`config.mk`:
```
export PLATFORM = sky130hd
export DESIGN_NAME = tmds_channel_encoder_flat
export DESIGN_NICKNAME = d
export VERILOG_FILES = /design/src/rtl/tmds_channel_encoder_if.sv /design/src/rtl/tmds_channel_encoder.sv /design/src/flat_wrapper.sv
export SDC_FILE = /design/constraint.sdc
export NUM_CORES = 1
export LEC_CHECK = 0
export ABC_AREA = 1
export BUFFER_PORTS_ARGS = -buffer_cell sky130_fd_sc_hd__buf_2
export CORE_ASPECT_RATIO = 0.8
export CORE_MARGIN = 10
export CORE_UTILIZATION = 43
export CTS_CLUSTER_DIAMETER = 200
export CTS_CLUSTER_SIZE = 28
export DETAILED_ROUTE_END_ITERATION = 6
export PLACE_DENSITY = 0.67
export SLEW_MARGIN = 25
export SYNTH_ARGS = -nofsm -noshare
export SYNTH_HDL_FRONTEND = slang
export SYNTH_SLANG_ARGS = --single-unit
```
`constraint.sdc`:
```
create_clock -name clk_in -period 2.3 [get_ports clk_in]
set_input_delay 0.575 -clock clk_in [delete_from_list [all_inputs] [get_ports clk_in]]
set_output_delay 0.575 -clock clk_in [all_outputs]
set_load 0.005 [all_outputs]
```
`src/rtl/tmds_channel_encoder_if.sv`:
```
// Pixel-side bundle for one TMDS channel encoder: pixel byte, control bits,
// video enable in; encoded symbol and running disparity out.
interface tmds_channel_encoder_if;
    logic [7:0]        data_in;
    logic [1:0]        control_in;
    logic              ve_in;
    logic [9:0]        tmds_out;
    logic signed [4:0] tally_out;

    // Pixel pipeline side
    modport master (
        output data_in,
        output control_in,
        output ve_in,
        input  tmds_out,
        input  tally_out
    );

    // Encoder side
    modport slave (
        input  data_in,
        input  control_in,
        input  ve_in,
        output tmds_out,
        output tally_out
    );
endinterface

```
`src/rtl/tmds_channel_encoder.sv`:
```
// TMDS channel encoder: transition-minimising stage (tm_choice) followed by
// a DC-balance stage with a running-disparity tally and control-token
// insertion during blanking.
// Optional macro TMDS_PIPE_EN: registers qm/ve/control after tm_choice,
// giving 2-cycle latency with an identical symbol sequence.
module tmds_channel_encoder #(
    parameter logic [9:0] CTRL_TOKEN_00 = 10'b1101010100,
    parameter logic [9:0] CTRL_TOKEN_01 = 10'b0010101011,
    parameter logic [9:0] CTRL_TOKEN_10 = 10'b0101010100,
    parameter logic [9:0] CTRL_TOKEN_11 = 10'b1010101011
) (
    input  logic                          clk_in,
    input  logic                          rst_in,
    tmds_channel_encoder_if.slave         bus
);

    // Stage 1: pick XOR or XNOR chaining to minimise transitions.
    // qm[8] = 1 marks XOR encoding, 0 marks XNOR encoding.
    function automatic logic [8:0] tm_choice(input logic [7:0] d);
        logic [3:0] ones;
        logic       use_xnor;
        logic [8:0] q;
        ones = 4'd0;
        for (int i = 0; i < 8; i++) begin
            ones = ones + {3'd0, d[i]};
        end
        use_xnor = (ones > 4'd4) || ((ones == 4'd4) && !d[0]);
        q[0] = d[0];
        for (int i = 1; i < 8; i++) begin
            q[i] = use_xnor ? ~(q[i-1] ^ d[i]) : (q[i-1] ^ d[i]);
        end
        q[8] = ~use_xnor;
        return q;
    endfunction

    function automatic logic [3:0] popcount8(input logic [7:0] v);
        logic [3:0] n;
        n = 4'd0;
        for (int i = 0; i < 8; i++) begin
            n = n + {3'd0, v[i]};
        end
        return n;
    endfunction

    logic [8:0]        w_qm;
    logic [8:0]        w_qm_s;
    logic              w_ve_s;
    logic [1:0]        w_ctrl_s;
    logic [3:0]        w_n1;
    logic [3:0]        w_n0;
    logic signed [4:0] w_diff;
    logic              w_q8;
    logic              w_case_a;
    logic              w_case_b;
    logic [9:0]        w_tmds_d;
    logic signed [4:0] w_tally_d;

    logic [9:0]        r_tmds;
    logic signed [4:0] r_tally;

    assign w_qm = tm_choice(bus.data_in);

`ifdef TMDS_PIPE_EN
    logic [8:0] r_qm;
    logic       r_ve;
    logic [1:0] r_ctrl;

    // Pipeline register between the two stages; reset looks like blanking
    always_ff @(posedge clk_in or posedge rst_in) begin
        if (rst_in) begin
            r_qm   <= 9'd0;
            r_ve   <= 1'b0;
            r_ctrl <= 2'b00;
        end else begin
            r_qm   <= w_qm;
            r_ve   <= bus.ve_in;
            r_ctrl <= bus.control_in;
        end
    end

    assign w_qm_s   = r_qm;
    assign w_ve_s   = r_ve;
    assign w_ctrl_s = r_ctrl;
`else
    assign w_qm_s   = w_qm;
    assign w_ve_s   = bus.ve_in;
    assign w_ctrl_s = bus.control_in;
`endif

    assign w_q8   = w_qm_s[8];
    assign w_n1   = popcount8(w_qm_s[7:0]);
    assign w_n0   = 4'd8 - w_n1;
    // N1 - N0 lies in -8..+8, fits 5-bit signed
    assign w_diff = $signed({1'b0, w_n1}) - $signed({1'b0, w_n0});

    // Decisions use the tally as registered, before this cycle's update
    assign w_case_a = (r_tally == 5'sd0) || (w_n1 == w_n0);
    assign w_case_b = ((r_tally > 5'sd0) && (w_n1 > w_n0)) ||
                      ((r_tally < 5'sd0) && (w_n0 > w_n1));

    // DC-balance stage: select token or (possibly inverted) qm, update tally
    always_comb begin
        w_tmds_d  = r_tmds;
        w_tally_d = r_tally;
        if (!w_ve_s) begin
            case (w_ctrl_s)
                2'b00:   w_tmds_d = CTRL_TOKEN_00;
                2'b01:   w_tmds_d = CTRL_TOKEN_01;
                2'b10:   w_tmds_d = CTRL_TOKEN_10;
                default: w_tmds_d = CTRL_TOKEN_11;
            endcase
            w_tally_d = 5'sd0;
        end else if (w_case_a) begin
            w_tmds_d = {~w_q8, w_q8, (w_q8 ? w_qm_s[7:0] : ~w_qm_s[7:0])};
            w_tally_d = w_q8 ? (r_tally + w_diff) : (r_tally - w_diff);
        end else if (w_case_b) begin
            w_tmds_d  = {1'b1, w_q8, ~w_qm_s[7:0]};
            w_tally_d = r_tally + $signed({3'b000, w_q8, 1'b0}) - w_diff;
        end else begin
            w_tmds_d  = {1'b0, w_q8, w_qm_s[7:0]};
            w_tally_d = r_tally + w_diff - $signed({3'b000, ~w_q8, 1'b0});
        end
    end

    // Output symbol and running disparity registers
    always_ff @(posedge clk_in or posedge rst_in) begin
        if (rst_in) begin
            r_tmds  <= 10'd0;
            r_tally <= 5'sd0;
        end else begin
            r_tmds  <= w_tmds_d;
            r_tally <= w_tally_d;
        end
    end

    assign bus.tmds_out  = r_tmds;
    assign bus.tally_out = r_tally;

    // Disparity must stay within -8..+8; anything else means the balance logic broke
    a_tally_range : assert property (@(posedge clk_in) disable iff (rst_in)
        (r_tally >= -5'sd8) && (r_tally <= 5'sd8));

endmodule

```
`src/flat_wrapper.sv`:
```
// flat-port wrapper written by rule: the top's interface ports become plain ports
module tmds_channel_encoder_flat 
#(
    parameter logic [9:0] CTRL_TOKEN_00 = 10'b1101010100,
    parameter logic [9:0] CTRL_TOKEN_01 = 10'b0010101011,
    parameter logic [9:0] CTRL_TOKEN_10 = 10'b0101010100,
    parameter logic [9:0] CTRL_TOKEN_11 = 10'b1010101011
)
  (clk_in, rst_in, bus_data_in, bus_control_in, bus_ve_in, bus_tmds_out, bus_tally_out);
  tmds_channel_encoder_if bus_i ();
  input  logic clk_in;
  input  logic rst_in;
  input wire logic [$bits(bus_i.data_in)-1:0] bus_data_in;
  input wire logic [$bits(bus_i.control_in)-1:0] bus_control_in;
  input wire logic [$bits(bus_i.ve_in)-1:0] bus_ve_in;
  output wire logic [$bits(bus_i.tmds_out)-1:0] bus_tmds_out;
  output wire logic [$bits(bus_i.tally_out)-1:0] bus_tally_out;
  assign bus_i.data_in = bus_data_in;
  assign bus_i.control_in = bus_control_in;
  assign bus_i.ve_in = bus_ve_in;
  assign bus_tmds_out = bus_i.tmds_out;
  assign bus_tally_out = bus_i.tally_out;
  tmds_channel_encoder #(.CTRL_TOKEN_00(CTRL_TOKEN_00), .CTRL_TOKEN_01(CTRL_TOKEN_01), .CTRL_TOKEN_10(CTRL_TOKEN_10), .CTRL_TOKEN_11(CTRL_TOKEN_11)) u_core (.clk_in(clk_in), .rst_in(rst_in), .bus(bus_i));
endmodule
```
==> metrics.cfg, run 1 <==
[worst_setup_path]
crit_required_ns = 2.46
crit_path_end_kind = flip-flop
critPathLaunchType = input pin
cp_max_fo = 2
crit_type = input pin to flip-flop
timing.rr.start = u_core.bus.tally_out[1]
crit_path_start = bus_data_in[1]
cp_common_cell = fa_1
crit_slowest_cell = fa_2
crit_arrival_ns = 7.64
critPathMaxStageDelay_ns = 0.59

[sta]
max_freq_ghz = 0.134
rsz0062_at_grt = true
fin_hold_ws_ns = 0.362
skew_ns = 0.00465
finalCritPeriodShare_pct = 325
worst_slew_pin_slew_ns = 0.547
setup_ws_ns = -5.18
relSlewSlack_pct = 63.5
slew_violations = 0
setup_violations = 14
report.final.hold_viol_count = 0
fin_crit_ns = 7.48

[status]
violations = setup timing
outcome = finished, violations left

[placed_design]
dp_hpwl_mm = 4.50
place.gp.congestion = 0.867
port-buffer-count = 27
dpl.cell_count = 394

[clock_tree]
htree_levels = 1
cts_buffer_depth = 2
clk_pin_slew_ns = 0.06
cts-root-buf = clkbuf_8
cts_made_buffers = 3
numClockSinks = 15
clk_latency_ns = 0.25
cts_tree = yes
hold_buffers = 0

[global_routing]
antenna_found_initial = 0
grt_usage_pct = 13.9
grt_pass1_vias = 1990
grt_pass1_wl_mm = 9.29
grt_max_degree = 16
overflow = 0

[die]
initial_utilization_pct = 44.6
io_pins = 28
die_area_um2 = 7950
dieHeight_um = 81.8
fp.dieW_um = 97.2
design.core.area_um2 = 4600
num_rows = 22

[cells_and_area]
finalNonFillerCells = 409
multi_input_area_um2 = 1640
fillers = 375
nNetsFinal = 398
syn_to_final_growth_pct = 51.6
drive_gt1_share_pct = 51.0
register_area_um2 = 375
antenna-diode-count = 0

[route]
first_pass_iters = 4
drc_errors = 0
drtIter0Drc = 86
viasPerCell = 4.83
route.antenna.remaining_nets = 0
routed_wl_mm = 5.50
wire_per_inst_um = 13.4
via_count = 1976

[synthesis]
synth_cell_types = 37
synth_flop_cell = dfrtp_1
synth_xor_area_share_pct = 9.03
synth_edf_count = 0
synth_fa_ha_area_share_pct = 25.7
synthMuxAreaShare_pct = 0
netlist_area_um2 = 2050
ys_ff_latch = 15
synth_top_family_by_area = adder cells
seq_area_frac_synth_pct = 18.3
synth_compound_area_share_pct = 11.8
syn_inst = 247
syn_nets = 295
ys_warn_count = 0
avgSynthCellArea_um2 = 8.30
synth-simple-area-share_pct = 23.4
async_flop_share_pct = 100

[hold_path]
hp-class = input pin to async pin

[flow_run]
maxCapViolCount = 0

-- cells in the final DEF (no fill, tap or decap), types with 9 or more instances in the layout --
master and n:
buf_4 65, inv_1 34, nand2_1 31, buf_2 25, ha_1 19, dfrtp_1 15, nor2_1 13, inv_2 12
nand3_2 12, nand3_1 10, o21ai_0 9, buf_6 9
-- critical path: cells and delay by family --
kind	cells	cell delay, ns
adders and majority gates	12	5.02
and+or+nand+nor	10	0.91
xor gates and xnor gates	3	0.41
buffers and inverters	7	0.39
AOI/OAI and AO/OA	2	0.34
-- cells in the mapped netlist, drive strengths merged, types with 4 or more instances --
master,instances,share of area [%]
dfrtp,15,18
nand3,24,8.3
a21oi,7,1.9
fa,12,12
ha,23,14
xor2,10,5.0
nor2,17,3.7
o211ai,4,1.5
nand2,45,11
xnor2,4,1.7
o21ai,21,5.1
inv,48,8.8
-- stage by stage --
| step | util (%) | area [µm²] | TNS [ns] | setup slack (ns) |
|---|---|---|---|---|
| after floorplan | - | 2130 | -64.36 | -5.44 |
| after global placement | 60.4 | 2780 | -65.38 | -5.30 |
| after detailed placement | 60.4 | 2780 | -66.94 | -5.47 |
| after CTS | 64.6 | 2970 | -65.31 | -5.22 |
| after global routing | 67.6 | 3110 | -69.14 | -5.39 |
| final | 67.6 | 3110 | -65.79 | -5.18 |
-- layer usage --
layer  global-route usage, %  wire (µm)  part of all wire, %
met1                    18.3       2580                   47
met2                    23.4       2570                   47
met3                    1.93        275                  5.0
met4                    4.35         75                  1.4
met5                       0          0                    0
-- final timing paths --
path | to | slack, ns | cells after the start
worst max-delay path | u_core.bus.tally_out[4] | -5.18 | 34
worst min-delay path | u_core.bus.tmds_out[5] | 0.36 | 2
worst max register to register | u_core.bus.tally_out[4] | 0.07 | 10
worst min register to register | u_core.bus.tally_out[0] | 0.53 | 2
max in group asynchronous | u_core.bus.tmds_out[8] | 1.57 | 2
min in group clk_in | u_core.bus.tally_out[0] | 0.53 | 2
-- sequential cells by signal, summed over array words and instances (netlist names) --
| register | count |
|---|---|
| u_core.bus.tally_out | 5 |
| u_core.bus.tmds_out | 10 |
-- logic make-up after synthesis --
logic type / Yosys count
flip-flops: 15
AO/OA/AOI/OAI: 39
buffers and inverters: 53
AND/OR/NAND/NOR: 89
adder cells (fa/ha/maj): 35
XOR/XNOR: 16
-- layout make-up --
class	instances	area share, %
Multi-Input combinational cell	179	52.9
Timing Repair Buffer	102	24.6
Sequential cell	15	12.1
Inverter	49	6.60
Tap cell	60	2.41
Clock buffer	4	1.45
-- timing repair --
| action | CTS | global route |
|---|---|---|
| pin swaps | 13 | 9 |
| gates resized for setup | 23 | 33 |
| setup buffers | 10 | 2 |
| endpoints found under the setup margin | 14 | 14 |
| hold endpoints to repair | 0 | 0 |
Power of run 1 is left out: the tool's default activity adds up to more than one toggle a clock period on the data nets, which glitch-free logic cannot reach.
==> run 2, diff against run 1 <==
Settings changed: BUFFER_PORTS_ARGS -buffer_cell sky130_fd_sc_hd__buf_2 to -buffer_cell sky130_fd_sc_hd__clkbuf_2.
==> run 2 against run 1 <==
Global-route usage increased by 0.74 points. The run still ends with setup timing left. Largest cell class unchanged. Clock skew fell by 0.0013 ns. First-iteration DRC count rose by 7.0%. Design area grew 4.5%. Critical path depth did not move. Utilization up 3.0 points. Worst setup slack better by 0.013 ns. Fmax increased by 0.17%. Sequential cell count stayed put. Sequential share of layout area shrank 0.52 points.
==> metrics.cfg, run 2 (synthesis results as in run 1) <==
[worst_setup_path]
cp.buffers_inverters = 7  ; unchanged
crit_arrival_ns = 7.63  ; about the same
r2r-end = u_core.bus.tally_out[4]
crit_path_end_kind = flip-flop
cp_num_cells = 34  ; unchanged
crit_required_ns = 2.46  ; about the same
critPathMaxStageDelay_ns = 0.57  ; -0.02 ns
cp_max_fo = 2  ; unchanged
cp_top_family = adder cells
timing.rr.start = u_core.bus.tally_out[1]
critPathLaunchType = input pin
rrSetupSlack_ns = 0.10  ; +0.03 ns
crit_slowest_cell = fa_2
crit_type = input pin to flip-flop
worstSetupEndpoint = u_core.bus.tally_out[4]
crit_path_start = bus_data_in[0]
rr_worst_depth = 10  ; unchanged
cp_common_cell = fa_1

[route]
viasPerCell = 4.91  ; +1.6%
drc_errors = 0  ; unchanged
route.antenna.remaining_nets = 0  ; unchanged
routed_wl_mm = 6.04  ; +9.8%
first_pass_iters = 4  ; unchanged
via_count = 2062  ; +4.4%
wire_per_inst_um = 14.4  ; +6.9%
drtIter0Drc = 92  ; +7.0%

[clock_tree]
htree_levels = 1  ; unchanged
cts_made_buffers = 3  ; unchanged
clk_pin_slew_ns = 0.06  ; about the same
cts-root-buf = clkbuf_8
clk_latency_ns = 0.25  ; about the same
cts_tree = yes
cts_buffer_depth = 2  ; unchanged
numClockSinks = 15  ; unchanged

[cells_and_area]
syn_to_final_growth_pct = 58.4
layout_commonest_cell = buf_4
antenna-diode-count = 0  ; unchanged
design_area_um2 = 3250  ; +4.5%
final_util_pct = 70.7  ; +3.0 points
drive_gt1_share_pct = 52.2  ; +1.2 points
nNetsFinal = 409  ; +2.8%
layout_common_cells = buf_4 (68), inv_1 (36), nand2_1 (28)
finalNonFillerCells = 420  ; +2.7%
largest_reg_flops = 10  ; unchanged

[global_routing]
grt_max_degree = 16  ; unchanged
grt_usage_pct = 14.6  ; +0.74 points
overflow = 0  ; unchanged
antenna_found_initial = 0  ; unchanged
grt_pass1_wl_mm = 9.74  ; +4.8%
grt_pass1_vias = 2016  ; +1.3%

[die]
fp.dieW_um = 97.2  ; unchanged
io_pins = 28  ; unchanged
initial_utilization_pct = 44.6  ; unchanged
dieHeight_um = 81.8  ; unchanged
num_rows = 22  ; unchanged
design.core.area_um2 = 4600  ; unchanged
die_area_um2 = 7950  ; unchanged

[placed_design]
dp_hpwl_mm = 4.55  ; +1.1%
port-buffer-count = 27  ; unchanged
place.gp.congestion = 0.850  ; -2.0%
dpl_cell_area_um2 = 2790  ; +0.27%
dpl.cell_count = 395  ; +0.25%

[sta]
skew_ns = 0.00336  ; -0.00130 ns
setup_ws_ns = -5.17  ; +0.0129 ns
max_freq_ghz = 0.134  ; +0.17%
report.final.hold_viol_count = 0  ; unchanged
slew_violations = 0  ; unchanged
setup_violations = 14  ; unchanged
fin_crit_ns = 7.47  ; -0.0129 ns
worst_slew_pin_slew_ns = 0.611  ; +0.0645 ns
rsz0062_at_grt = true
relSlewSlack_pct = 58.8  ; -4.7 points
finalCritPeriodShare_pct = 325  ; -0.56 points
fin_hold_ws_ns = 0.345  ; -0.0164 ns

[hold_path]
hp-class = input pin to async pin

[status]
violations = setup timing
outcome = finished, violations left

[flow_run]
maxCapViolCount = 0  ; unchanged

-- run 2: final cells by class --
class | count | area, µm²
repair buffers | 113 | 876
well taps | 60 | 75.1
clock buffers | 4 | 45.0
multi-input cells | 179 | 1670
fillers | 318 | 1350
inverters | 49 | 208
flip-flops and latches | 15 | 375
-- run 2: worst min-delay path by stage --
stage | slack, ns | cells after the start | to | startpoint
CTS | 0.37 | 2 | u_core.bus.tally_out[0] | rst_in
finish | 0.35 | 2 | u_core.bus.tally_out[0] | rst_in
global placement | 0.50 | 2 | u_core.bus.tally_out[0] | u_core.bus.tally_out[0]
detailed placement | 0.52 | 2 | u_core.bus.tally_out[0] | u_core.bus.tally_out[0]
floorplan | 0.48 | 1 | u_core.bus.tally_out[0] | rst_in
global route | 0.39 | 2 | u_core.bus.tmds_out[3] | rst_in
-- run 2: per-layer routing --
metal  up-vias  track usage (%)  part of all wire, %
li1       1017                -                    -
met1       972             18.7                   44
met2        62             25.5                   49
met3        11             2.10                  5.2
met4         0             4.35                  1.4
met5         -                0                    0
-- run 2: worst register-to-register path, stage by stage (launching register included) --
cell,delay (ns)
dfrtp_1,0.43
fa_1,0.46
ha_1,0.30
a21oi_1,0.15
nor2_1,0.06
nor2_1,0.11
xor2_1,0.09
or2_1,0.23
nand3_1,0.06
nand2_1,0.07
a211oi_2,0.15
-- run 2: per-stage QoR --
step	worst slack, ns	setup TNS (ns)
after CTS	-5.16	-62.76
after detailed placement	-5.46	-66.60
after global placement	-5.29	-65.13
after global routing	-5.55	-68.65
final	-5.17	-65.08
after floorplan	-5.44	-64.36
-- run 2: what timing repair did --
| item | CTS | global route |
|---|---|---|
| buffers inserted | 15 | 8 |
| pin swaps | 7 | 14 |
| hold buffers | 0 | 0 |
| endpoints found under the setup margin | 14 | 14 |
| resized for setup | 30 | 38 |
| cloned | 0 | 0 |
Power of run 2 is left out for the same reason.
